==> src/rtl/square_fx.sv <==
`default_nettype none
// ============================================================================
// Module   : square_fx
// Purpose  : Sequential fixed-point squarer. Squares an unsigned 8.4 operand
//            with a 12-iteration shift-add multiplier and returns the square
//            rounded to the nearest integer as an unsigned 16-bit value.
// Ports    : CLK       in   1   rising-edge clock
//            RST       in   1   synchronous active-high reset
//            IN_VALID  in   1   one-cycle pulse, IN valid this cycle
//            IN        in  12   operand, unsigned 8.4 (IN[11:4] int, IN[3:0] frac)
//            OUT_VALID out  1   one-cycle pulse, OUT holds a new result
//            OUT       out 16   round(IN^2), unsigned integer
//            BUSY      out  1   operation in flight, IN_VALID ignored
// Revision : 1.0 - initial release
// ============================================================================
module square_fx (
  input  logic        CLK,
  input  logic        RST,
  input  logic        IN_VALID,
  input  logic [11:0] IN,
  output logic        OUT_VALID,
  output logic [15:0] OUT,
  output logic        BUSY
);

  typedef enum logic [1:0] {
    ST_IDLE = 2'd0,
    ST_CALC = 2'd1,
    ST_DONE = 2'd2
  } state_t;

  localparam logic [3:0] C_LAST_ITER = 4'd11;

  state_t      r_state;
  logic [3:0]  r_cnt;
  logic [11:0] r_op;
  // Square of an 8.4 value is 16.8: acc[23:8] integer part, acc[7] half bit.
  logic [23:0] r_acc;

  // Partial product for the current iteration: operand weighted by bit cnt.
  logic [23:0] w_partial;
  assign w_partial = {12'b0, r_op} << r_cnt;

  always_ff @(posedge CLK) begin
    if (RST) begin
      r_state   <= ST_IDLE;
      r_cnt     <= 4'd0;
      r_op      <= 12'd0;
      r_acc     <= 24'd0;
      OUT       <= 16'd0;
      OUT_VALID <= 1'b0;
      BUSY      <= 1'b0;
    end else begin
      OUT_VALID <= 1'b0;
      case (r_state)
        ST_IDLE: begin
          if (IN_VALID) begin
            r_op    <= IN;
            r_acc   <= 24'd0;
            r_cnt   <= 4'd0;
            BUSY    <= 1'b1;
            r_state <= ST_CALC;
          end
        end
        ST_CALC: begin
          if (r_op[r_cnt]) begin
            r_acc <= r_acc + w_partial;
          end
          r_cnt <= r_cnt + 4'd1;
          if (r_cnt == C_LAST_ITER) begin
            r_state <= ST_DONE;
          end
        end
        ST_DONE: begin
          // Max acc is 0xFFE001, so adding the half bit never overflows and
          // exact ties (acc[7:0] == 0x80) cannot occur.
          OUT       <= r_acc[23:8] + {15'd0, r_acc[7]};
          OUT_VALID <= 1'b1;
          BUSY      <= 1'b0;
          r_state   <= ST_IDLE;
        end
        default: begin
          r_state <= ST_IDLE;
          BUSY    <= 1'b0;
        end
      endcase
    end
  end

endmodule
`default_nettype wire

==> config.mk <==
export PLATFORM = sky130hd
export DESIGN_NAME = square_fx
export DESIGN_NICKNAME = d
export VERILOG_FILES = /design/src/rtl/square_fx.sv
export SDC_FILE = /design/constraint.sdc
export NUM_CORES = 1
export LEC_CHECK = 0
export CORE_ASPECT_RATIO = 1.25
export CORE_MARGIN = 5
export CORE_UTILIZATION = 60
export CTS_BUF_LIST = sky130_fd_sc_hd__clkbuf_4
export CTS_CLUSTER_SIZE = 12
export DETAILED_ROUTE_END_ITERATION = 10
export DONT_BUFFER_PORTS = 1
export PLACE_DENSITY = 0.77
export SLEW_MARGIN = 20
export SYNTH_ARGS = -nofsm -noshare
export SYNTH_HDL_FRONTEND = slang
export SYNTH_SLANG_ARGS = --single-unit
==> constraint.sdc <==
create_clock -name CLK -period 7.3 [get_ports CLK]
set_input_delay 0.73 -clock CLK [delete_from_list [all_inputs] [get_ports CLK]]
set_output_delay 0.73 -clock CLK [all_outputs]
set_load 0.01 [all_outputs]
==> out/metrics.cfg <==
[run_status]
status=finished, final reports clean

[synthesis]
synth_area_leaders=dfxtp_1 28%, ha_1 7.6%, nand2_1 6.1%, nor2_1 5.6%, a21oi_1 5.5%
post_synth_fa_ha_maj_area_fraction_pct=8.06
synth_most_common_cell=nand2_1
yosysTopAreaCell=dfxtp_1
ys_dominant_reg_cell=dfxtp_1
synthDistinctLibCells=54
synth_xor_area_share_pct=6.75
ys_seq_area_share_pct=28.0
synth_commonest_cells=70 x nand2_1, 64 x nor2_1, 60 x dfxtp_1, 47 x a21oi_1, 26 x ha_1
synth_compound_area_share_pct=23.1
yosys_warnings=0
ys_ff_latch=60
synthArstFlopShare_pct=0
synthesis.nets=585
syn_area_per_cell_sq_um=7.89
synth_top_area_share_pct=28.0
syn_inst=543
synthMuxAreaShare_pct=7.48
synth_top_family_by_area=compound AO/OA/AOI/OAI gates
synth_edf_count=0
synth_simple_gate_area_share_pct=22.3
syn_area_sq_um=4280

[layout]
drive_above_1_share_pct=7.43
nNetsFinal=562
n_fill_cell=639
n_antenna_cell=0
syn_to_final_growth_pct=2.48

[timing]
rsz0062_at_grt=false
fin_worst_hold_slack_ns=0.370
tightest_slew_ns=1.01
finalCriticalPeriod_ns=3.98
fin_crit_sh_pct=54.6
hold_viol=0
setup_viol_count_final=0
clock_skew_ns=0.0141
setup_tns_ns=0
relSlewSlack_pct=32.3
timing.fmax_ghz=0.251
slew_viol_final=0

[worst_setup_path]
path_class=reg2reg
cp_cell_sequence=mux2_2 -> mux2i_1 -> o21ai_0 -> and2_1 -> ha_1 -> a21oi_1 -> o21ai_0 -> o2111ai_1 -> and2_1 -> a221o_1 -> or3b_1 -> nand3_1
reg2reg_slack_ns=3.32
cp_slowest_stage_delay_ns=0.94
r2r-start=r_cnt[1]$_SDFFE_PP0P_
reg2reg_to=r_acc[23]$_SDFFE_PP0P_
startpoint=r_cnt[1]$_SDFFE_PP0P_
worst-path-max-fanout=25
r2r_cells=12
crit_slowest_cell=dfxtp_1
arrival_ns=4.34
worstPathRequired_ns=7.66
cp-start-kind=flip-flop
end_kind=flip-flop

[routing]
drc=0
drt_pre_antenna_iters=7
wl_per_cell_um=17.3
vias=3832
drt_iter0_markers=150
vias_per_cell=6.23
routed_wirelength_um=10600
final_antenna_net_count=0

[hold_path]
whs_path_depth=1
min_to=r_op[3]$_SDFFE_PP0P_
min_from=RST
hp-class=in2reg

[clock_tree]
cts_resized=0
cts_setup_buffers=0
cts_root_buffer=clkbuf_4
cts_made_buffers=9
cts_hold_buf=0
tritoncts=built
htree_levels=3
clockBufferDepth=2
clkLatencyLatePin_ns=0.41
clk_pin_slew_ns=0.12
clock-sinks=60

[die]
die_h_um=104
core_sq_um=6980
die_x_um=85.6
rows=34
initial_core_util_pct=61.4
die_area_sq_um=8940
ios=33

[pwr]
ir_drop_mv=0.108
power_mw=0.668
leakage_nw=1.76
powerDensity_nw_per_um2=152

[placement]
gp_congestion=0.963
hpwl_um=8130
port_buffers=0

[grt]
grt_pass1_vias=3759
grt-ovfl-total=0
antenna_found_initial=0
grt_pass1_wl_um=17900
grt_max_degree=55
grt_usage_pct=24.8

[job]
cap_violations=0

==> cells in the final DEF, fill, tap and decap left out, types with 11 or more instances in the layout <==
| cell | n |
|---|---|
| o21ai_0 | 23 |
| and3_1 | 11 |
| ha_1 | 26 |
| a21oi_1 | 47 |
| nor3_1 | 12 |
| a21o_1 | 12 |
| nand2_1 | 70 |
| a211oi_1 | 17 |
| mux2i_1 | 14 |
| nand3_1 | 20 |
| dfxtp_1 | 60 |
| a22oi_1 | 11 |
| xnor2_1 | 15 |
| nor2_1 | 64 |
| xor2_1 | 18 |
==> where the power goes <==
| group | total, mW | switching (mW) | internal [mW] |
|---|---|---|---|
| logic | 0.0717 | 0.0435 | 0.0282 |
| registers | 0.346 | 0.0127 | 0.333 |
| clock network | 0.250 | 0.144 | 0.106 |
| total | 0.668 | 0.200 | 0.468 |
==> worst max-delay path, delay by kind of cell, from the launching register on <==
kind / cells / cell delay (ns)
compound gates: 5 / 1.06
fa+ha+maj: 1 / 0.43
flops: 1 / 0.94
mux: 2 / 0.62
simple gates: 4 / 0.87
==> kinds of logic (layout without fill, tap and decap cells) <==
logic type                 after synthesis  count (layout)
muxes                                   26              26
AOI/OAI and AO/OA                      149             149
xor gates and xnor gates                33              33
buffers and inverters                   40              22
adders and majority gates               27              27
and+or+nand+nor                        208             208
DFF                                     60              60
==> metrics by stage <==
stage	setup slack (ns)	cell area, sq um	utilization (%)	cells
2_1_floorplan	3.78	4280	-	543
3_3_place_gp	3.50	4240	60.8	599
3_5_place_dp	3.39	4240	60.8	599
4_1_cts	3.34	4390	62.9	615
5_1_grt	2.91	4390	62.9	615
6_report	3.32	4390	62.9	615
==> metal layers <==
metal | global-route usage (%) | share of wire, %
met3 | 4.36 | 3.7
met4 | 11.5 | 3.3
met1 | 26.9 | 40
met2 | 45.4 | 53
met5 | 0 | 0
==> worst max path at each step <==
stage / slack [ns] / depth (start not counted) / end
6_report: 3.32 / 12 / r_acc[23]$_SDFFE_PP0P_
3_5_place_dp: 3.39 / 12 / r_acc[23]$_SDFFE_PP0P_
4_1_cts: 3.34 / 12 / r_acc[23]$_SDFFE_PP0P_
5_1_grt: 2.91 / 12 / r_acc[23]$_SDFFE_PP0P_
3_3_place_gp: 3.50 / 11 / r_acc[23]$_SDFFE_PP0P_
2_1_floorplan: 3.78 / 15 / r_acc[22]$_SDFFE_PP0P_
==> state kept, by name (all words and copies together) (netlist names) <==
register   cells
r_acc         24
OUT           16
r_op          12
r_cnt          4
r_state        2
BUSY           1
OUT_VALID      1
==> layout make-up <==
type                            instances  area (sq um)  area share [%]
Multi-Input combinational cell        443          2910            66.2
Clock inverter                          7          75.1            1.71
Sequential cell                        60          1200            27.4
Clock buffer                            9          67.6            1.54
Tap cell                               90           113            2.56
Timing Repair Buffer                    1          7.51           0.171
Inverter                                5          18.8           0.427
Power figures use the tool's default switching activity.
